`src/rtl/fb_pkg.sv`:
```
// Shared framebuffer geometry, address type and address helpers for the
// double-buffered framebuffer port arbiter.
package fb_pkg;

  localparam int FB_W     = 320;
  localparam int FB_H     = 180;
  localparam int SCALE    = 4;
  localparam int PIX_W    = 8;
  localparam int SCALE_SH = $clog2(SCALE);
  localparam int ADDR_W   = 17;

  typedef logic [ADDR_W-1:0] fb_addr_t;

  localparam fb_addr_t FB_SIZE = fb_addr_t'(FB_W * FB_H);

  typedef enum logic {
    SWAP_IDLE    = 1'b0,
    SWAP_PENDING = 1'b1
  } swap_state_t;

  // Scaled-down screen coordinate -> linear address inside the selected buffer.
  function automatic fb_addr_t video_addr(input logic sel, input logic [9:0] vc,
                                          input logic [10:0] hc);
    fb_addr_t base;
    base = sel ? FB_SIZE : fb_addr_t'(0);
    return base + fb_addr_t'(vc >> SCALE_SH) * fb_addr_t'(FB_W) + fb_addr_t'(hc >> SCALE_SH);
  endfunction

  function automatic fb_addr_t client_addr(input logic front, input logic [15:0] idx);
    return (front ? fb_addr_t'(0) : FB_SIZE) + fb_addr_t'(idx);
  endfunction

endpackage

```
`src/rtl/pipe_delay.sv`:
```
// Fixed-depth, resettable shift-register delay line.
module pipe_delay #(
  parameter int WIDTH = 1,
  parameter int DEPTH = 1
) (
  input  logic             clk,
  input  logic             rst_n,
  input  logic [WIDTH-1:0] d,
  output logic [WIDTH-1:0] q
);

  logic [WIDTH-1:0] stage [DEPTH];

  // NOTE: every stage is reset (not just the tail) because the stages carry
  // valid tags; a stale tag surviving reset would emit a phantom response.
  always_ff @(posedge clk or negedge rst_n) begin
    if (!rst_n) begin
      for (int i = 0; i < DEPTH; i++) stage[i] <= '0;
    end else begin
      stage[0] <= d;
      for (int i = 1; i < DEPTH; i++) stage[i] <= stage[i-1];
    end
  end

  assign q = stage[DEPTH-1];

endmodule

```
`src/rtl/fb_port_arbiter.sv`:
```
// Time-slices a single-port framebuffer memory between video scan-out
// (one fetch per 4 pixels) and a client port, with frame-synchronous swap.
module fb_port_arbiter
  import fb_pkg::*;
#(
  parameter int RD_LAT = 2
) (
  input  logic             clk_pixel_in,
  input  logic             rst_n_in,
  input  logic [10:0]      hcount_in,
  input  logic [9:0]       vcount_in,
  input  logic             ad_in,
  input  logic             hs_in,
  input  logic             vs_in,
  input  logic             nf_in,
  output logic [PIX_W-1:0] pix_out,
  output logic             ad_out,
  output logic             hs_out,
  output logic             vs_out,
  input  logic             cl_valid_in,
  input  logic             cl_we_in,
  input  logic [15:0]      cl_addr_in,
  input  logic [PIX_W-1:0] cl_wdata_in,
  output logic             cl_ready_out,
  output logic             cl_rvalid_out,
  output logic [PIX_W-1:0] cl_rdata_out,
  input  logic             swap_req_in,
  output logic             swap_done_out,
  output logic             front_sel_out,
  output fb_addr_t         mem_addr_out,
  output logic             mem_we_out,
  output logic [PIX_W-1:0] mem_wdata_out,
  input  logic [PIX_W-1:0] mem_rdata_in
);

  swap_state_t      swap_state;
  logic             front_sel;
  logic             run_q;
  logic             video_slot;
  logic             accept;
  logic             addr_oor;
  logic             pix_tag;
  logic [1:0]       rd_tag;
  logic [2:0]       sync_q;
  logic [PIX_W-1:0] pix_q;

  assign video_slot    = ad_in && (hcount_in[SCALE_SH-1:0] == '0);
  // run_q keeps the client port closed until the first edge after reset.
  assign cl_ready_out  = run_q && !video_slot;
  assign accept        = cl_valid_in && cl_ready_out;
  assign addr_oor      = fb_addr_t'(cl_addr_in) >= FB_SIZE;
  assign front_sel_out = front_sel;

  // NOTE: non-blocking assignments throughout, so every register samples the
  // pre-edge value of front_sel and friends regardless of statement order.
  always_ff @(posedge clk_pixel_in or negedge rst_n_in) begin
    if (!rst_n_in) run_q <= 1'b0;
    else           run_q <= 1'b1;
  end

  always_ff @(posedge clk_pixel_in or negedge rst_n_in) begin
    if (!rst_n_in) begin
      swap_state    <= SWAP_IDLE;
      front_sel     <= 1'b0;
      swap_done_out <= 1'b0;
    end else begin
      swap_done_out <= 1'b0;
      case (swap_state)
        SWAP_IDLE: begin
          if (swap_req_in && nf_in) begin
            front_sel     <= ~front_sel;
            swap_done_out <= 1'b1;
          end else if (swap_req_in) begin
            swap_state <= SWAP_PENDING;
          end
        end
        SWAP_PENDING: begin
          if (nf_in) begin
            swap_state    <= SWAP_IDLE;
            front_sel     <= ~front_sel;
            swap_done_out <= 1'b1;
          end
        end
        default: swap_state <= SWAP_IDLE;
      endcase
    end
  end

  // Client operations latch the back buffer at acceptance time.
  always_ff @(posedge clk_pixel_in or negedge rst_n_in) begin
    if (!rst_n_in) begin
      mem_addr_out  <= '0;
      mem_we_out    <= 1'b0;
      mem_wdata_out <= '0;
    end else begin
      mem_we_out <= 1'b0;
      if (video_slot) begin
        mem_addr_out <= video_addr(front_sel, vcount_in, hcount_in);
      end else if (accept) begin
        mem_addr_out  <= client_addr(front_sel, cl_addr_in);
        mem_we_out    <= cl_we_in && !addr_oor;
        mem_wdata_out <= cl_wdata_in;
      end
    end
  end

  pipe_delay #(.WIDTH(3), .DEPTH(RD_LAT + 2)) u_sync_dly (
    .clk(clk_pixel_in), .rst_n(rst_n_in), .d({ad_in, hs_in, vs_in}), .q(sync_q)
  );

  pipe_delay #(.WIDTH(2), .DEPTH(RD_LAT + 1)) u_rd_tag (
    .clk(clk_pixel_in), .rst_n(rst_n_in), .d({accept && !cl_we_in, addr_oor}), .q(rd_tag)
  );

  pipe_delay #(.WIDTH(1), .DEPTH(RD_LAT + 1)) u_pix_tag (
    .clk(clk_pixel_in), .rst_n(rst_n_in), .d(video_slot), .q(pix_tag)
  );

  assign {ad_out, hs_out, vs_out} = sync_q;

  always_ff @(posedge clk_pixel_in or negedge rst_n_in) begin
    if (!rst_n_in) begin
      cl_rvalid_out <= 1'b0;
      cl_rdata_out  <= '0;
      pix_q         <= '0;
    end else begin
      cl_rvalid_out <= rd_tag[1];
      if (rd_tag[1]) cl_rdata_out <= rd_tag[0] ? '0 : mem_rdata_in;
      if (pix_tag)   pix_q        <= mem_rdata_in;
    end
  end

  assign pix_out = ad_out ? pix_q : '0;

endmodule

```
`config.mk`:
```
export PLATFORM = sky130hd
export DESIGN_NAME = fb_port_arbiter
export DESIGN_NICKNAME = d
export VERILOG_FILES = /design/src/rtl/fb_pkg.sv /design/src/rtl/pipe_delay.sv /design/src/rtl/fb_port_arbiter.sv
export SDC_FILE = /design/constraint.sdc
export NUM_CORES = 1
export LEC_CHECK = 0
export ABC_AREA = 1
export CAP_MARGIN = 10
export CORE_MARGIN = 1.5
export CORE_UTILIZATION = 43
export CTS_BUF_LIST = sky130_fd_sc_hd__clkbuf_8
export DETAILED_ROUTE_END_ITERATION = 16
export GPL_ROUTABILITY_DRIVEN = 0
export PLACE_DENSITY_LB_ADDON = 0.2
export SYNTH_ARGS = -nofsm -noshare
export SYNTH_HDL_FRONTEND = slang
export SYNTH_SLANG_ARGS = --single-unit
```
`constraint.sdc`:
```
create_clock -name clk_pixel_in -period 2.3 [get_ports clk_pixel_in]
set_clock_uncertainty 0.2 [all_clocks]
set_input_delay 0.23 -clock clk_pixel_in [delete_from_list [all_inputs] [get_ports clk_pixel_in]]
set_output_delay 0.23 -clock clk_pixel_in [all_outputs]
set_load 0.05 [all_outputs]
```
# Yosys cells after proc, flatten, opt, wreduce, memory -nomap -nowiden
# Index checks and enable logic that the tools add are counted.
dict set report word_totals {
  inputBits 62
  latch_bits 0
  ram_bits 0
  register_bits 68
  wordCells 61
  mem_bits_ro 0
  out_inout_bits 49
  memories 0
}
dict set report classes {
  bitwise 3
  mux 18
  n_mul 1
  add_sub_neg 3
  eq_ne 2
  n_shift 0
  n_div 0
  magnitude_cmp 1
  n_reduce_logical 13
}
# op n
set op_table {}
lappend op_table {{17-bit two-way mux} 2}
lappend op_table {{16-bit two-way mux} 2}
lappend op_table {{16-bit by 16-bit adder with 17-bit output} 1}
lappend op_table {{16-bit by 17-bit adder with 17-bit output} 1}
lappend op_table {{17-bit by 9-bit adder with 17-bit output} 1}
lappend op_table {{16-bit greater-or-equal comparator, second input constant} 1}
lappend op_table {{8-bit two-way mux} 2}
lappend op_table {{8-bit by 3-bit multiplier with 11-bit output, second input constant} 1}
lappend op_table {{1-bit two-way mux} 9}
lappend op_table {{1-bit logical AND} 6}
lappend op_table {{1-bit one-hot mux with 2 select lines} 3}
lappend op_table {{2-bit inequality test, second input constant} 2}
lappend op_table {{2-bit AND reduction} 2}
lappend op_table {{1-bit logical NOT} 3}
lappend op_table {{1-bit NOT} 3}
lappend op_table {{2-bit logical NOT} 1}
lappend op_table {{2-bit nonzero test} 1}

# Longest topological paths before layout
# Gate-level depths: netlist of the first run.
dict set report logic_depth {
  depth_word 7
  ltp_mapped 19
}

# Cells and area by module
# From an unflattened synthesis of the first run, not the netlist that was laid out.
dict set report unflattened {
  cells_unflattened 380
  area_unflattened_um2 3483.3
}
# module area_per_inst_um2 cells_each instances
set by_module_without_submodules {}
lappend by_module_without_submodules {fb_port_arbiter 2920.3 354 1}
lappend by_module_without_submodules {{pipe_delay (u_sync_dly)} 322.8 15 1}
lappend by_module_without_submodules {{pipe_delay (u_rd_tag)} 165.2 8 1}
lappend by_module_without_submodules {{pipe_delay (u_pix_tag)} 75.1 3 1}

# Worst setup path before layout of the first run
# OpenSTA, ideal clock, no wires.
dict set report synth_timing {
  path_kind {input -> register}
  from {in vcount_in[3]}
  to {reg mem_addr_out[16]}
  required_time_ns 1.977
  setup_slack_ns -0.655
  setup_ns 0.123
  cell_stages 17
  path_buffers 0
  arrival_time_ns 2.631
  path_cell_list {ha_1 > ha_1 > fa_1 > nand3_1 > nand2_1 > nand2_1 > nand2_1 > a21oi_1 > xnor2_1 > ha_1 > ha_1 > a21oi_1 > nand2_1 > nand2_1 > nand2_1 > nand2_1 > a21oi_1}
}
dict set report synth_between {
  elab_chain_cells 4
}
# element line_no
set synth_rtl {}
lappend synth_rtl {{from (decl)} fb_port_arbiter.sv:11} ;# input logic [9:0] vcount_in,
lappend synth_rtl {{8-bit by 3-bit multiplier with 11-bit output} fb_pkg.sv:26} ;# return base + fb_addr_t'(vc >> SCALE_SH) * fb_addr_t'(FB_W) + fb_addr_t'(hc >> SCALE_SH);
lappend synth_rtl {{16-bit by 17-bit adder with 17-bit output} fb_pkg.sv:26}
lappend synth_rtl {{17-bit by 9-bit adder with 17-bit output} fb_pkg.sv:26}
lappend synth_rtl {{17-bit two-way mux} fb_port_arbiter.sv:97} ;# if (video_slot) begin
lappend synth_rtl {{to (signal assigned)} fb_port_arbiter.sv:98} ;# mem_addr_out <= video_addr(front_sel, vcount_in, hcount_in);
lappend synth_rtl {{to (signal assigned)} fb_port_arbiter.sv:100} ;# mem_addr_out <= client_addr(front_sel, cl_addr_in);
lappend synth_rtl {{to (decl)} fb_port_arbiter.sv:30} ;# output fb_addr_t mem_addr_out,
# Every way passes these cells.
# A chain may end at the register's enable or synchronous reset.

# Worst setup path in the final report of the first run
dict set report layout_timing {
  from {in vcount_in[5]}
  to {reg mem_addr_out[16]}
}
# Same word-level chain as after synthesis.

==> run metrics, run 1 <==
Power Density 885 nW/µm²; vias 2929; grt ovf 0; post-route insts no fill 616; Worst Path Arrival 2630 ps; synth cell count leaders nand2_1 (99), dfrtp_1 (68), inv_1 (44); kind of critical path primary input to register; die height 92.1 µm; failing checks negative setup slack; Post-layout nets 601; die area 8480 µm²; syn_nets 463; global routing's busiest layer met2; Clk network pwr share 18.9%; FF-to-FF End mem_addr_out[15]; met3 usage 4.39%; Ports 111; hold_sp vs_in; slew margin rel. 64.5%; H-tree depth 3; Final HPWL DP 6070 µm; final WL 7950 µm; Layout area overhead 52.9%; Root Buffer clkbuf_8; core area 7690 µm²; P_sw 1.91 mW; DRC violations left 0; fin area 5220 µm²; clock sinks 68; Max Buffers Root-to-Sink 2; asr flop ratio synth 100%; setup tns final -520 ps; first-pass GRT wire length 13100 µm; Synth Area per Inst 9.20 µm²; top-area cell type share of the netlist area 49.9%; fin crit period 2540 ps; placed cells 598; number of flops mapped to enable cells by yosys 0; die width 92.1 µm; # setup viols final 5; Seq/Total Area, Yosys 49.9%; DRT iter0 DRCs 119; hold path endpoint u_sync_dly.stage[9]; peak supply drop 0.794 mV; synth unique cells 34; Netlist Area Pre-Place 3410 µm²; Antenna diodes 0; antenna violations before repair 0; Main synth FF type dfrtp_1; Area contributors post-synth dfrtp_1 (50%), nand2_1 (11%), ha_1 (9.9%); switching share of power 41.4%; antenna-violating nets left 0; Max Cap Violations 0; Pint 2.71 mW; crit end category register; Synth Warn # 0; Combinational Power Share 49.0%; largest net degree at the start of global routing 69; RSZ-0062 raised after global routing true; worst-path maximum fanout 3; Initial Util 44.4%; LEAKAGE 2.52 nW; cts bufs inserted 9; Mapped Cells 371; drt wl/cell 12.9 µm; multi-input gate area in the final layout 1740 µm²; Worst-Margin Slew 530 ps; met1 usage 26.6%; final hold vios 0; Skew-Pair Late Insertion Delay 360 ps; register share of total power 32.1%; Register Area 1700 µm²; reg2reg path depth 15; top-count cell post-synth nand2_1; post-DR vias/cell 4.75; Rows 32; Pwr Total 4.62 mW; Worst EP required 2390 ps; share of layout cells above drive strength 1 21.4%; FF+latch count, synth 68; status finished, violations left; Synth area leader dfrtp_1; Worst-path clk slew 70 ps; GR Util met2 31.3%; Max Fclk 394 MHz; Critical Path Start Type primary input; Hold WC Path Type primary input to register; r2r setup slk -150 ps; vias in the first global route 2772; Worst Slack Setup Final -239 ps; area post-placement 4900 µm²; Final Max Slew Viols 0; CTS tree done; router iterations before antenna repair 4; input/output buffers 108; WHS Path Cells 1; R2R Path Start front_sel_out; fillcell total 621; Core Util, Final 67.9%; Tot GR Track Use 20.0%; final clock period utilization by the worst path 110%
[power by group through the flow]
stage	sequential (mW)	clock (mW)	combinational (mW)
final	1.48	0.871	2.26
after global routing	1.51	0.941	2.45
after CTS	1.49	0.894	2.24
after detailed placement	1.51	0	2.20
after global placement	1.50	0	2.16
after floorplan	1.99	0	0.937
[area by class of cell]
type,instances,area share (%)
clock buffer,9,2.37
timing repair buffer,135,24.9
inverter,47,3.43
clock inverter,7,0.983
sequential,68,32.6
tap,102,2.45
multi-input combinational,248,33.3
[worst max-delay path, cell delays in order]
cell	delay, ps
buf_8	100
ha_4	230
ha_4	170
fa_2	350
nand3_2	70
nand2_2	60
nand2_2	80
nand2_2	50
a21oi_2	120
xnor2_1	130
ha_1	280
ha_4	290
nand2_1	50
inv_1	60
nand2_2	50
nand2_1	50
nand2_1	40
nand2_1	50
nand2_1	50
a21oi_2	120
[cell usage in the layout, fill, tap and decap left out, types with 4 or more instances in the layout]
cell type        instances
a21oi_1                  7
a21oi_2                  5
buf_2                    5
buf_4                   25
clkbuf_8                 9
clkdlybuf4s50_1         93
dfrtp_1                 67
dlymetal6s2s_1           4
ha_1                    14
ha_4                    13
inv_1                   41
inv_2                    5
mux2_2                   8
nand2_1                 93
nand2_2                  9
nand3_1                 24
nand3_2                  7
nor2_1                  18
o21ai_0                 12
o21ai_1                  4
xor2_1                   5
[registers in the layout, indices dropped and copies added (netlist names), 2 cells and up]
register	cells
cl_rdata_out	8
mem_addr_out	17
mem_wdata_out	8
pix_q	8
u_pix_tag.stage	2
u_rd_tag.q	2
u_rd_tag.stage	4
u_sync_dly.q	3
u_sync_dly.stage	9
[cells by family (layout without fill, tap and decap cells)]
logic type      Yosys count  count (layout)  share of synthesized area [%]
simple gates            164             164                           21.1
flops                    68              68                           49.9
buf+inv                  55             198                           6.49
compound gates           37              37                           6.09
fa+ha+maj                30              30                           11.7
xor+xnor                  8               8                           2.05
mux                       8               8                           2.64
other cells               1               1                          0.110
[through the flow]
stage	hold WS, ps	setup slack [ps]
finish	112	-239
global route	103	-402
CTS	110	-236
detailed placement	75.8	-1080
global placement	75.0	-1040
floorplan	-266	-436
[worst max path at each step]
stage	start	end	slack [ps]	depth (start not counted)
3_3_place_gp	vcount_in[3]	mem_addr_out[16]	-1040	20
4_1_cts	vcount_in[5]	mem_addr_out[16]	-240	20
5_1_grt	vcount_in[5]	mem_addr_out[16]	-400	20
2_1_floorplan	vcount_in[3]	mem_addr_out[16]	-440	19
6_report	vcount_in[5]	mem_addr_out[16]	-240	20
3_5_place_dp	vcount_in[3]	mem_addr_out[16]	-1080	20
[metal layers]
metal	vias up	part of all wire (%)
met5	-	0
met3	13	6.2
met2	90	47
li1	1470	-
met1	1356	45
met4	0	1.8
[what timing repair did]
action                                  in CTS  in global routing
pin swaps                                   26                 11
setup buffers                                0                  1
gates resized for setup                     41                 18
endpoints found under the hold margin       68                  0
endpoints found under the setup margin       8                 11
hold buffers                                 1                  0
(Power assumes the default switching activity.)
==> run 2, diff against run 1 <==
SLEW_MARGIN = 10   (was not set)
==> results of run 2 <==
The final DEF is identical to that of run 1; final timing and power are the same.
==> run 3, diff against run 2 <==
clock period = 2.2 ns   (was 2.3 ns; I/O delays follow)
==> run 3 against run 2 <==
  * The run still ends with negative setup slack left
  * Wire length up 3.5%
  * Power up 10%
  * Clock-buffer cell count unchanged
  * Critical path depth unchanged
  * Register-to-register slack worse by 110 ps
  * Critical endpoint unchanged
  * Largest cell class unchanged
==> run metrics, run 3 (synthesis results as in run 1) <==
Skew-Pair Late Insertion Delay 350 ps; slew margin rel. 64.0%; met3 usage 3.32%; crit end category register; largest net degree at the start of global routing 69; area post-placement 4910 µm²; Max Fclk 393 MHz; Largest regs mem_addr_out x17, u_sync_dly.stage x9; Initial Util 44.4%; share of layout cells above drive strength 1 23.1%; commonest non-fill, non-tap cells in the layout nand2_1 (92), clkdlybuf4s50_1 (88), dfrtp_1 (67); Top cell by count, worst path nand2_1; Layout area overhead 55.7%; sequence of cells on the critical path buf_8 -> ha_4 -> ha_4 -> fa_2 -> nand3_2 -> nand2_2 -> nand2_2 -> nand2_2 -> a21oi_2 -> xnor2_1 -> ha_1 -> ha_4 -> nand2_1 -> inv_1 -> nand2_2 -> nand2_1 -> nand2_1 -> nand2_1 -> nand2_1 -> a21oi_2; multi-input gate area in the final layout 1770 µm²; Antenna diodes 0; Ports 111; CP max-delay cell fa_2; Tot GR Track Use 20.9%; H-tree depth 3; first-pass GRT wire length 13800 µm; post-DR vias/cell 4.79; CTS tree done; router iterations before antenna repair 4; die height 92.1 µm; Final Max Slew Viols 0; die width 92.1 µm; Power Density 958 nW/µm²; Critical Path Max Stage Delay 340 ps; final WL 8230 µm; Buf/Inv on CP 2; Critical Path Start Type primary input; setup tns final -1240 ps; fin area 5310 µm²; fillcell total 601; grt ovf 0; Biggest register mem_addr_out; worst-path maximum fanout 3; failing checks negative setup slack; RSZ-0062 raised after global routing true; Worst-Margin Slew 538 ps; core area 7690 µm²; vias 2975; cts bufs inserted 9; final clock period utilization by the worst path 116%; DRC violations left 0; Worst-path clk slew 90 ps; clock sinks 68; status finished, violations left; Worst Slack Setup Final -344 ps; peak supply drop 0.773 mV; Rows 32; fin crit period 2540 ps; Hold WC Path Type primary input to register; DRT iter0 DRCs 77; global routing's busiest layer met2; LEAKAGE 2.55 nW; met1 usage 26.0%; vias in the first global route 2984; kind of critical path primary input to register; final hold vios 0; Max Buffers Root-to-Sink 2; # setup viols final 7; pre-CTS setup slack -1200 ps; GR Util met2 34.9%; antenna violations before repair 0; Worst EP required 2280 ps; Crit path max-delay family adder cells; Final HPWL DP 6170 µm; input/output buffers 108; Register Area 1700 µm²; antenna-violating nets left 0; Post-layout nets 606; Max Cap Violations 0; Core Util, Final 69.1%; Worst Path Arrival 2620 ps; Root Buffer clkbuf_8; commonest non-fill, non-tap cell in the layout nand2_1; drt wl/cell 13.3 µm; Pwr Total 5.09 mW; die area 8480 µm²; max reg flops 17
[run 3: cell types whose count changed in the layout (fill, tap and decap cells not counted), moves of 2 or more]
cell,delta
dlygate4sd2_1,+7
clkdlybuf4s50_1,-5
buf_4,+4
clkinv_2,-2
dlymetal6s2s_1,-2
[run 3: metrics by stage]
stage | std cells | hold slack (ps)
2_1_floorplan | 371 | -276
3_3_place_gp | 599 | 63.3
3_5_place_dp | 599 | 69.5
4_1_cts | 619 | 86.9
5_1_grt | 621 | 88.4
6_report | 621 | 105
[run 3: final timing paths]
path                       slack, ps              endpoint                 from  depth (start not counted)
setup / recovery                -340      mem_addr_out[16]         vcount_in[5]                         20
hold / removal                   100  u_sync_dly.stage[10]                hs_in                          1
setup reg to reg                -260      mem_addr_out[15]        front_sel_out                         15
hold reg to reg                  140       u_sync_dly.q[1]  u_sync_dly.stage[4]                          0
max in group asynchronous       1260         front_sel_out             rst_n_in                          3
min in group asynchronous        220   u_sync_dly.stage[5]             rst_n_in                          3
[run 3: layout make-up]
cell class | count | area share, %
clock buffers | 9 | 2.33
repair buffers | 140 | 25.0
flip-flops and latches | 68 | 32.1
inverters | 47 | 3.37
multi-input cells | 248 | 33.3
well taps | 102 | 2.40
clock inverters | 7 | 1.55
[run 3: timing repair]
action | CTS | global route
setup buffers | 3 | 2
pin swaps | 22 | 6
resized for setup | 57 | 13
setup endpoints to repair | 17 | 9
hold buffers | 1 | 0
hold endpoints to repair | 68 | 0
[run 3: routing by layer]
metal | wire [µm] | up-vias
met5 | 0 | -
met4 | 158 | 0
met3 | 341 | 17
met2 | 4120 | 85
met1 | 3610 | 1390
li1 | - | 1483
[run 3: where the power goes]
| group | switching [mW] | internal, mW |
|---|---|---|
| registers | 0.113 | 1.44 |
| logic | 1.43 | 1.04 |
| clock network | 0.525 | 0.541 |
